--- src/rtl/new_cache_pkg.sv ---
// Shared types and select encodings for the cache control FSM and its datapath.
package new_cache_pkg;

  // Controller states
  typedef enum logic [2:0] {
    IDLE      = 3'd0,
    COMPARE   = 3'd1,
    WRITEBACK = 3'd2,
    ALLOCATE  = 3'd3,
    FILL_WAIT = 3'd4
  } state_t;

  // Per-way data array write-enable select
  localparam logic [1:0] WE_NONE = 2'b00;
  localparam logic [1:0] WE_ALL  = 2'b01;
  localparam logic [1:0] WE_MASK = 2'b10;

  // Data array input source
  localparam logic DIN_PMEM = 1'b0;
  localparam logic DIN_CPU  = 1'b1;

  // Physical memory address source
  localparam logic PADDR_WB  = 1'b0;
  localparam logic PADDR_CPU = 1'b1;

endpackage

--- src/rtl/new_cache_control_sat_counter.sv ---
// Saturating up-counter used for the cache performance counters.
module sat_counter #(
  parameter int CNT_W = 16
) (
  input  logic             clk,
  input  logic             rst,
  input  logic             inc,
  output logic [CNT_W-1:0] count
);

  // Count up on inc, holding at all-ones instead of wrapping
  always_ff @(posedge clk or negedge rst) begin
    if (!rst) begin
      count <= '0;
    end else if (inc && (count != {CNT_W{1'b1}})) begin
      count <= count + 1'b1;
    end
  end

endmodule

--- src/rtl/new_cache_control.sv ---
// Control FSM for the 2-way set-associative write-back, write-allocate cache.
// Sequences compare, writeback and line fill, and drives all datapath strobes.
module new_cache_control
  import new_cache_pkg::*;
#(
  parameter int CNT_W = 16
) (
  input  logic             clk,
  input  logic             rst,
  // CPU side
  input  logic             mem_read,
  input  logic             mem_write,
  output logic             mem_resp,
  // Cacheline adapter side
  output logic             pmem_read,
  output logic             pmem_write,
  input  logic             pmem_resp,
  // Datapath status
  input  logic             miss,
  input  logic             way,
  input  logic             dirty_out,
  // Datapath controls
  output logic             data_in_sel,
  output logic             pmem_addr_sel,
  output logic [1:0]       wr_en_data_0_sel,
  output logic [1:0]       wr_en_data_1_sel,
  output logic             dirty_in,
  output logic             valid_in,
  output logic             ld_dirty_0,
  output logic             ld_dirty_1,
  output logic             ld_valid_0,
  output logic             ld_valid_1,
  output logic             ld_tag_0,
  output logic             ld_tag_1,
  output logic             ld_lru,
  // Performance counters
  output logic [CNT_W-1:0] hit_count,
  output logic [CNT_W-1:0] miss_count,
  output logic [CNT_W-1:0] wb_count
);

  state_t state;
  logic   miss_seen;     // request already counted as a miss
  logic   req;
  logic   hit_inc;
  logic   miss_inc;
  logic   wb_inc;

  // Way-indexed strobes, fanned out to the per-way ports below
  logic [1:0] wr_en_sel [2];
  logic [1:0] ld_dirty_v;
  logic [1:0] ld_valid_v;
  logic [1:0] ld_tag_v;

  assign req = mem_read | mem_write;

  // State transitions and the miss-already-counted flag
  always_ff @(posedge clk or negedge rst) begin
    if (!rst) begin
      state     <= IDLE;
      miss_seen <= 1'b0;
    end else begin
      case (state)
        IDLE: begin
          if (req) state <= COMPARE;
        end
        COMPARE: begin
          if (!req) begin
            // Request dropped during a miss: abandon quietly
            state     <= IDLE;
            miss_seen <= 1'b0;
          end else if (!miss) begin
            state     <= IDLE;
            miss_seen <= 1'b0;
          end else begin
            miss_seen <= 1'b1;
            state     <= dirty_out ? WRITEBACK : ALLOCATE;
          end
        end
        WRITEBACK: begin
          if (pmem_resp) state <= ALLOCATE;
        end
        ALLOCATE: begin
          if (pmem_resp) state <= FILL_WAIT;
        end
        FILL_WAIT: begin
          state <= COMPARE;
        end
        default: state <= IDLE;
      endcase
    end
  end

  // Combinational datapath controls from state and inputs
  always_comb begin
    mem_resp      = 1'b0;
    pmem_read     = 1'b0;
    pmem_write    = 1'b0;
    data_in_sel   = DIN_PMEM;
    pmem_addr_sel = PADDR_CPU;
    dirty_in      = 1'b0;
    valid_in      = 1'b0;
    ld_lru        = 1'b0;
    wr_en_sel[0]  = WE_NONE;
    wr_en_sel[1]  = WE_NONE;
    ld_dirty_v    = 2'b00;
    ld_valid_v    = 2'b00;
    ld_tag_v      = 2'b00;
    hit_inc       = 1'b0;
    miss_inc      = 1'b0;
    wb_inc        = 1'b0;
    case (state)
      COMPARE: begin
        if (req && !miss) begin
          mem_resp = 1'b1;
          ld_lru   = 1'b1;
          hit_inc  = !miss_seen;
          // Write wins when both read and write are asserted
          if (mem_write) begin
            wr_en_sel[way]  = WE_MASK;
            data_in_sel     = DIN_CPU;
            ld_dirty_v[way] = 1'b1;
            dirty_in        = 1'b1;
          end
        end else if (req && miss) begin
          miss_inc = !miss_seen;
        end
      end
      WRITEBACK: begin
        pmem_addr_sel = PADDR_WB;
        pmem_write    = 1'b1;
        wb_inc        = pmem_resp;
      end
      ALLOCATE: begin
        pmem_addr_sel = PADDR_CPU;
        pmem_read     = 1'b1;
        if (pmem_resp) begin
          wr_en_sel[way]  = WE_ALL;
          data_in_sel     = DIN_PMEM;
          ld_tag_v[way]   = 1'b1;
          ld_valid_v[way] = 1'b1;
          valid_in        = 1'b1;
          ld_dirty_v[way] = 1'b1;
          dirty_in        = 1'b0;
        end
      end
      default: ;
    endcase
  end

  assign wr_en_data_0_sel = wr_en_sel[0];
  assign wr_en_data_1_sel = wr_en_sel[1];
  assign ld_dirty_0       = ld_dirty_v[0];
  assign ld_dirty_1       = ld_dirty_v[1];
  assign ld_valid_0       = ld_valid_v[0];
  assign ld_valid_1       = ld_valid_v[1];
  assign ld_tag_0         = ld_tag_v[0];
  assign ld_tag_1         = ld_tag_v[1];

  sat_counter #(.CNT_W(CNT_W)) u_hit_cnt (
    .clk   (clk),
    .rst   (rst),
    .inc   (hit_inc),
    .count (hit_count)
  );

  sat_counter #(.CNT_W(CNT_W)) u_miss_cnt (
    .clk   (clk),
    .rst   (rst),
    .inc   (miss_inc),
    .count (miss_count)
  );

  sat_counter #(.CNT_W(CNT_W)) u_wb_cnt (
    .clk   (clk),
    .rst   (rst),
    .inc   (wb_inc),
    .count (wb_count)
  );

endmodule

--- config.mk ---
export PLATFORM = sky130hd
export DESIGN_NAME = new_cache_control
export DESIGN_NICKNAME = d
export VERILOG_FILES = /design/src/rtl/new_cache_pkg.sv /design/src/rtl/new_cache_control_sat_counter.sv /design/src/rtl/new_cache_control.sv
export SDC_FILE = /design/constraint.sdc
export NUM_CORES = 1
export LEC_CHECK = 0
export CAP_MARGIN = 0
export CORE_MARGIN = 5
export CORE_UTILIZATION = 45
export CTS_CLUSTER_SIZE = 14
export DETAILED_ROUTE_END_ITERATION = 8
export HOLD_SLACK_MARGIN = 0.15
export PLACE_DENSITY = 0.73
export SLEW_MARGIN = 20
export SYNTH_ARGS = -nofsm -noshare
export SYNTH_HDL_FRONTEND = slang
export SYNTH_HIERARCHICAL = 1
export SYNTH_SLANG_ARGS = --single-unit
--- constraint.sdc ---
create_clock -name clk -period 2.85 [get_ports clk]
set_input_delay 0.7125 -clock clk [delete_from_list [all_inputs] [get_ports clk]]
set_output_delay 0.7125 -clock clk [all_outputs]
set_load 0.01 [all_outputs]
# Word-level counts from Yosys, hierarchy flattened
# Index checks and enable logic that the tools add are counted.
[totals]
regBits = 52
elab_cells = 73
output_inout_bits = 66
in_bits = 8
[classes]
n_bitwise = 2
add_sub_neg = 3
order_cmp = 4
n_eq_ne = 10
muxes = 38
n_reduce_logical = 11
[ops]
columns = ["op", "count"]
rows = [
  ["16-bit by 1-bit adder with 16-bit output (second input constant)", 3],
  ["16-bit != test (second input constant)", 3],
  ["1-bit two-way mux", 20],
  ["3-bit one-hot mux with 5 select lines", 1],
  ["2-bit two-way mux", 7],
  ["3-bit two-way mux", 4],
  ["4-bit two-way mux", 2],
  ["4-bit one-hot mux with 2 select lines", 1],
  ["1-bit logical AND", 7],
  ["3-bit by 2-bit == test with 1-bit output (second input constant)", 2],
  ["2-bit != test (second input constant)", 3],
  ["2-bit one-hot mux with 2 select lines", 1],
  ["3-bit by 1-bit == test with 1-bit output (second input constant)", 1],
  ["3-bit == test (second input constant)", 1],
  ["3-bit zero test", 1],
  ["3-bit AND reduction", 1],
  ["2-bit demux with 1-bit select", 1],
  ["2-bit >= comparator (second input constant)", 1],
  ["1-bit zero test", 2],
  ["1-bit by 2-bit < comparator with 1-bit output (second input constant)", 1],
  ["2-bit by 1-bit < comparator with 1-bit output (second input constant)", 1],
  ["1-bit inverter with 2-bit output", 1],
  ["1-bit demux with 1-bit select", 1],
  ["1-bit >= comparator (second input constant)", 1],
  ["1-bit OR", 1],
]

# Longest topological paths before layout
# Gate-level depths: netlist of the first run.
[logic_depth]
ltp_word = 8
mapped_depth = 9
depth_no_buf = 7

# Modules after synthesis
# The synthesis of the first run kept the hierarchy.
[modules_own_cells]
columns = ["module", "n_inst", "cells_per_inst", "area_each_um2"]
rows = [
  ["sat_counter (u_hit_cnt ...)", 2, 72, 859.6],
  ["sat_counter (u_wb_cnt)", 1, 78, 848.3],
  ["new_cache_control", 1, 45, 397.9],
]

# Worst setup path after synthesis of the first run
# No wires, ideal clock.
[synth_timing]
path_type = "flip-flop to flip-flop"
start = "register state[2]"
end = "register u_wb_cnt.count[12]"
setup_slack_ns = 0.786
path_buffers = 1
arrival_time_ns = 1.939
synth_period_minus_slack_ns = 2.064
t_required_ns = 2.725
path_stages_with_launch = 9
cell_sequence = "dfrtp_1 nand2b_1 nor2_1 and2_1 buf_2 inv_1 nor4_4 nand3_1 mux2_2"
[synth_between]
elab_chain_cells = 3
[synth_rtl]
columns = ["item", "line_no", "text"]
rows = [
  ["start: declaration", "new_cache_control.sv:42", "state_t state;"],
  ["start signal: assignment", "new_cache_control.sv:77", "state <= dirty_out ? WRITEBACK : ALLOCATE;"],
  ["3-bit by 2-bit == test with 1-bit output", "new_cache_control.sv:112", "case (state)"],
  ["1-bit two-way mux", "new_cache_control.sv:112", ""],
  ["via wb_inc", "new_cache_control.sv:47", "logic wb_inc;"],
  ["1-bit logical AND", "new_cache_control_sat_counter.sv:15", "end else if (inc && (count != {CNT_W{1'b1}})) begin"],
  ["end signal: assignment", "new_cache_control_sat_counter.sv:16", "count <= count + 1'b1;"],
  ["end: declaration", "new_cache_control_sat_counter.sv:8", "output logic [CNT_W-1:0] count"],
]
# The timed path passes the listed nets, and every way through them passes these cells.
# A chain may end at the register's enable or synchronous reset.

# Final worst setup path of the first run
[layout_timing]
start = "input port mem_write"
end = "output port wr_en_data_1_sel[1]"
[layout_between]
elab_chain_cells = 4
word_cells_on_any_way = 5
cone_classes = "mux (3); bitwise (1); reduce/logical (1)"
[layout_rtl]
columns = ["item", "line_no", "text"]
rows = [
  ["start: declaration", "new_cache_control.sv:12", "input logic mem_write,"],
  ["1-bit OR", "new_cache_control.sv:55", "assign req = mem_read | mem_write;"],
  ["1-bit logical AND", "new_cache_control.sv:114", "if (req && !miss) begin"],
  ["4-bit two-way mux (*)", "new_cache_control.sv:114", ""],
  ["4-bit one-hot mux with 2 select lines (*)", "new_cache_control.sv:112", ""],
  ["end: declaration", "new_cache_control.sv:26", "output logic [1:0] wr_en_data_1_sel,"],
]
# Mark *: on every way between the ends. The rest lies on a longest branch, timed or not.

==> flow_metrics.tcl, run 1 <==
set metrics [dict create \
    maxCapViolCount 0 \
    grt_overflow_total 0 \
    synth_warnings 6 \
    synth_flop_cell "dfrtp_1" \
    grt_pass1_wl_um 11520 \
    r2r_end "u_hit_cnt/count[6]$_DFFE_PN0P_" \
    hold_slack_ns 0.5115 \
    synthArstFlopShare_pct 100.0 \
    cts_inserted_buffers 5 \
    grtUsageTotal_pct 16.27 \
    status "finished, final reports clean" \
    postPlaceCellArea_sq_um 3860 \
    power_density_nw_per_um2 548.4 \
    yosys.area_share.simple_pct 31.31 \
    grt_max_degree 53 \
    htreeDepth 2 \
    finalSetupViolations 0 \
    synthXorXnorAreaFrac_pct 7.679 \
    layout_commonest_cell "clkdlybuf4s50_1" \
    synthMuxAreaShare_pct 1.519 \
    path_depth 5 \
    dp_hpwl_um 4830 \
    cts_buffer_depth 2 \
    path_clk_slew_ns 0.09 \
    coreArea_sq_um 6386 \
    cp_max_fo 4 \
    gp_congestion 0.8472 \
    r2r_start "state[1]$_DFFE_PN0P_" \
    drtIter0Drc 68 \
    synth_edf_count 0 \
    slew_headroom_pct 55.82 \
    fin_cells 436 \
    syn_to_final_growth_pct 33.63 \
    grt_setup_unrepaired "no" \
    synthAdderAreaFrac_pct 1.266 \
    placementRows 29 \
    finalNetCount 369 \
    initial_core_util_pct 46.43 \
    ys_types 53 \
    syn_nets 278 \
    vias_per_cell 5.617 \
    drt.antenna.violating_nets 0 \
    nFillCells 544 \
    worst_slack_ns 0.1111 \
    netlist_area_sq_um 2965 \
    wire_per_inst_um 14.94 \
    fin_setup_tns_ns 0 \
    vias 2449 \
    crit_chain "clkdlybuf4s50_1, nor4b_4, buf_4, and2_1, dlygate4sd2_1" \
    seq_area_frac_synth_pct 43.88 \
    critPathBufInv 3 \
    cts_num_sinks 52 \
    clkLatencyLatePin_ns 0.30 \
    setup.worst_path.start "mem_write" \
    synth_compound_area_share_pct 12.24 \
    dp.cells 426 \
    peakVddDrop_mv 0.3943 \
    synthCells 267 \
    drt_first_pass_iters 4 \
    tightest_slew_ns 0.6627 \
    hold_viol 0 \
    seq_area_sq_um 1301 \
    crit_type "input pin to primary output" \
    dp_slack_ns -0.1364 \
    ys_ff_latch 52 \
    min-delay-path-class "input pin to async pin" \
    total_leakage_power_nw 1.728 \
    port_buffers 73 \
    worstSetupEndpointType "primary output" \
    fin_crit_ns 2.739 \
    crit_family "buffers and inverters" \
    synth_top_family_by_area "simple AND/OR/NAND/NOR gates" \
    cp_slowest_cell "clkdlybuf4s50_1" \
    ctsRootBufferMaster "clkbuf_8" \
    cp-start-kind "input pin" \
    critPathCapture "wr_en_data_1_sel[1]" \
    final.setup_skew_ns 0.008068 \
    max_stage_delay_ns 0.52 \
    die_h_um 91.18 \
    drive_above_1_share_pct 17.27 \
    antenna_found_initial 0 \
    ff2ff_path_depth 9 \
    die_x_um 91.18 \
    fin_crit_sh_pct 96.10 \
    routed_wirelength_um 6514 \
    fin_area_sq_um 3963 \
    syn_avg_cell_area_sq_um 11.11 \
    antennaDiodeCount 0 \
    crit_required_ns 2.14 \
    mostFrequentLayoutCells "62 x clkdlybuf4s50_1, 52 x dfrtp_1, 19 x xnor2_1, 19 x nand4_1" \
    cts_tree "done" \
    drc 0 \
    io_pins 74 \
    rrSetupSlack_ns 0.70 \
    dieArea_sq_um 8313 \
    fmax_mhz 365.1 \
    worstPathArrival_ns 2.03 \
    multi_input_area_sq_um 1602 \
    grt_pass1_vias 2418 \
    slew_viol_final 0 \
]
logic make-up (layout without fill, tap and decap cells):
group | Yosys count | count (layout)
buffers and inverters | 11 | 103
AO/OA/AOI/OAI | 50 | 50
XOR/XNOR | 26 | 26
multiplexers | 4 | 4
flip-flops | 52 | 52
adder cells (fa/ha/maj) | 3 | 3
AND/OR/NAND/NOR | 121 | 121
timing repair:
action / 4_1_cts / 5_1_grt
resized for setup: 8 / 2
pin swaps: 1 / 0
setup endpoints to repair: 10 / 4
buffers inserted: 2 / 0
hold buffers: 0 / 0
state kept, by name, indices dropped and copies added (netlist names):
| signal | cells |
|---|---|
| miss_seen | 1 |
| state | 3 |
| u_hit_cnt/count | 16 |
| u_miss_cnt/count | 16 |
| u_wb_cnt/count | 16 |
cell usage after synthesis, types with 3 or more instances:
library cell	count	area (sq um)
a21oi_1	10	50.05
a31oi_1	7	43.79
a41oi_1	3	26.28
and2_1	3	18.77
and2b_1	3	22.52
and3_1	6	37.54
buf_4	5	37.54
dfrtp_1	52	1301
ha_1	3	37.54
inv_1	4	15.01
nand2_1	18	67.56
nand3_1	16	80.08
nand4_1	19	118.9
nand4_2	3	37.54
nand4_4	3	63.81
nor2_1	9	33.78
nor3_1	6	30.03
nor4_4	5	106.4
o211ai_1	5	37.54
o21a_1	11	82.58
o21ai_0	5	25.02
xnor2_1	19	166.4
xor2_1	7	61.31
worst min path at each step:
stage	startpoint	to	slack [ns]	cells after the start
after floorplan	rst	miss_seen$_DFFE_PN0P_	0.42	0
after global placement	u_hit_cnt/count[15]$_DFFE_PN0P_	u_hit_cnt/count[15]$_DFFE_PN0P_	0.50	1
after detailed placement	u_hit_cnt/count[15]$_DFFE_PN0P_	u_hit_cnt/count[15]$_DFFE_PN0P_	0.51	1
after CTS	u_hit_cnt/count[15]$_DFFE_PN0P_	u_hit_cnt/count[15]$_DFFE_PN0P_	0.52	1
after global routing	u_hit_cnt/count[15]$_DFFE_PN0P_	u_hit_cnt/count[15]$_DFFE_PN0P_	0.56	1
final	rst	state[2]$_DFFE_PN0P_	0.51	2
layer usage:
layer  wire, um  global-route usage [%]
met1       3041                   22.71
met3        338                   3.884
met2       3078                   25.72
met4         55                   3.667
met5          0                       0
metrics by stage:
| step | power [mW] | utilization, % |
|---|---|---|
| after floorplan | 1.381 | - |
| after global placement | 1.754 | 60.44 |
| after detailed placement | 1.773 | 60.44 |
| after CTS | 2.210 | 61.97 |
| after global routing | 2.323 | 62.05 |
| final | 2.173 | 62.05 |
power breakdown:
part	switching [mW]	total [mW]	internal (mW)	leakage [nW]
combinational	0.329	0.729	0.400	0.973
sequential	0.179	1.01	0.834	0.704
clock	0.236	0.431	0.194	0.0510
layout make-up:
| cell class | instances | share of cell area (%) |
|---|---|---|
| Clock buffer | 6 | 2.084 |
| Clock inverter | 2 | 0.2526 |
| Inverter | 4 | 0.3789 |
| Multi-Input combinational cell | 204 | 40.42 |
| Sequential cell | 52 | 32.84 |
| Tap cell | 77 | 2.431 |
| Timing Repair Buffer | 91 | 21.60 |
Power figures use the tool's default switching activity.
==> inputs of run 2 (changes only) <==
- CTS_CLUSTER_SIZE: 14 -> 8
- GPL_TIMING_DRIVEN: default -> 0
==> run 2 against run 1 <==
  * Total power is 2.3% higher
  * Sequential cell count did not move
  * Register-to-register slack worse by 0.18 ns
  * Fmax decreased by 0.61%
  * Via count is 1.4% lower
  * Clock power up 15%
  * Critical path type unchanged
==> flow_metrics.tcl, run 2 (synthesis gave the netlist of run 1 again) <==
set metrics [dict create \
    tightest_slew_ns 0.6605 \
    dieArea_sq_um 8313 \
    drt_first_pass_iters 4 \
    fmax_mhz 362.9 \
    gp_congestion 0.7861 \
    rrSetupSlack_ns 0.52 \
    vias_per_cell 5.682 \
    maxCapViolCount 0 \
    drive_above_1_share_pct 14.66 \
    fin_crit_sh_pct 96.69 \
    syn_to_final_growth_pct 31.39 \
    cts_num_sinks 52 \
    seq_area_sq_um 1301 \
    ctsHoldBuffers 0 \
    met2_usage_pct 24.82 \
    total_leakage_power_nw 1.657 \
    initial_core_util_pct 46.43 \
    vias 2415 \
    worstSetupEndpointType "primary output" \
    grt.busiest_layer "met2" \
    finalSetupViolations 0 \
    routed_wirelength_um 6570 \
    path_clk_slew_ns 0.09 \
    r2r_start "state[1]$_DFFE_PN0P_" \
    antennaDiodeCount 0 \
    grt_pass1_vias 2309 \
    dp_hpwl_um 4860 \
    cts_tree "done" \
    hold_slack_ns 0.4358 \
    placementRows 29 \
    status "finished, final reports clean" \
    grt_setup_unrepaired "no" \
    slew_viol_final 0 \
    slew_headroom_pct 55.97 \
    min-delay-path-class "input pin to async pin" \
    r2r_end "u_hit_cnt/count[14]$_DFFE_PN0P_" \
    port_buffers 73 \
    multi_input_area_sq_um 1607 \
    cts_inserted_buffers 5 \
    fin_setup_tns_ns 0 \
    drc 0 \
    dp.cells 417 \
    largest_registers "u_hit_cnt/count (16), u_miss_cnt/count (16), u_wb_cnt/count (16)" \
    crit_required_ns 2.14 \
    die_x_um 91.18 \
    antenna_found_initial 0 \
    drtIter0Drc 84 \
    ff2ff_path_depth 8 \
    hold_viol 0 \
    grtUsageTotal_pct 15.86 \
    htreeDepth 2 \
    cp-start-kind "input pin" \
    final.setup_skew_ns 0.007747 \
    fin_cells 425 \
    peakVddDrop_mv 0.3918 \
    fin_crit_ns 2.756 \
    post-route-util_pct 61.01 \
    finalNetCount 358 \
    cts_buffer_depth 2 \
    clkLatencyLatePin_ns 0.30 \
    power_mw 2.223 \
    drt.antenna.violating_nets 0 \
    met1_usage_pct 22.19 \
    grt_use_met3_pct 3.719 \
    nFillCells 572 \
    io_pins 74 \
    crit_type "input pin to primary output" \
    grt_pass1_wl_um 11150 \
    grt_overflow_total 0 \
    mostFrequentLayoutCells "64 x clkdlybuf4s50_1, 52 x dfrtp_1, 19 x xnor2_1, 19 x nand4_1, 18 x nand2_1" \
    ctsRootBufferMaster "clkbuf_8" \
    power_density_nw_per_um2 570.6 \
    layout_commonest_cell "clkdlybuf4s50_1" \
    wire_per_inst_um 15.46 \
    cp_max_fo 6 \
    worstPathArrival_ns 2.04 \
    coreArea_sq_um 6386 \
    die_h_um 91.18 \
    grt_max_degree 53 \
]
[run 2: cell types whose count changed in the layout (fill, tap and decap cells not counted), sizes merged]
cell           before  now
dlygate4sd2         8    7
dlymetal6s2s        2    1
clkdlybuf4s50      62   64
buf                19    8
bufinv              0    1
clkinv              2    1
[run 2: timing repair]
item                       CTS  global route
setup buffers                0             0
pin swaps                    1             1
setup endpoints to repair   14             4
gates resized for setup      8             1
gates cloned                 0             0
[run 2: layout make-up]
cell class | instances | share of cell area, %
Inverter | 4 | 0.3854
Timing Repair Buffer | 73 | 18.53
Tap cell | 77 | 2.473
Multi-Input combinational cell | 204 | 41.23
Clock inverter | 2 | 0.8992
Sequential cell | 52 | 33.40
Clock buffer | 6 | 1.863
Buffer | 7 | 1.220
[run 2: report_power, final]
part	leakage [nW]	total (mW)	switching (mW)	internal, mW
clock	0.0552	0.496	0.235	0.261
sequential	0.704	1.00	0.165	0.834
combinational	0.898	0.727	0.342	0.385
[run 2: routing by layer]
layer / wire length (um) / vias to the layer above
met2: 3063 / 64
met5: 0 / -
met3: 335 / 6
li1: - / 1175
met1: 3126 / 1170
met4: 44 / 0
[run 2: metrics by stage]
step | setup slack (ns) | instance area (sq um)
finish | 0.09427 | 3896
global route | 0.007785 | 3896
CTS | 0.02101 | 3894
detailed placement | -0.2392 | 3790
global placement | -0.5674 | 3792
floorplan | 0.7859 | 2965
[run 2: worst max path at each step]
stage / slack, ns / startpoint / cells after the start / to
after floorplan: 0.79 / state[2]$_DFFE_PN0P_ / 8 / u_wb_cnt/count[12]$_DFFE_PN0P_
after global placement: -0.57 / rst / 1 / u_wb_cnt/count[14]$_DFFE_PN0P_
after detailed placement: -0.24 / miss / 5 / ld_dirty_1
after CTS: 0.02 / miss / 4 / wr_en_data_1_sel[1]
after global routing: 0.008 / state[2]$_DFFE_PN0P_ / 5 / ld_valid_0
final: 0.09 / miss / 4 / wr_en_data_1_sel[1]
[run 2: worst max-delay path, cell delays in order]
cell and delay [ns]:
dlygate4sd2_1 0.33, nor4b_4 0.30, and2_1 0.17, clkdlybuf4s50_1 0.53
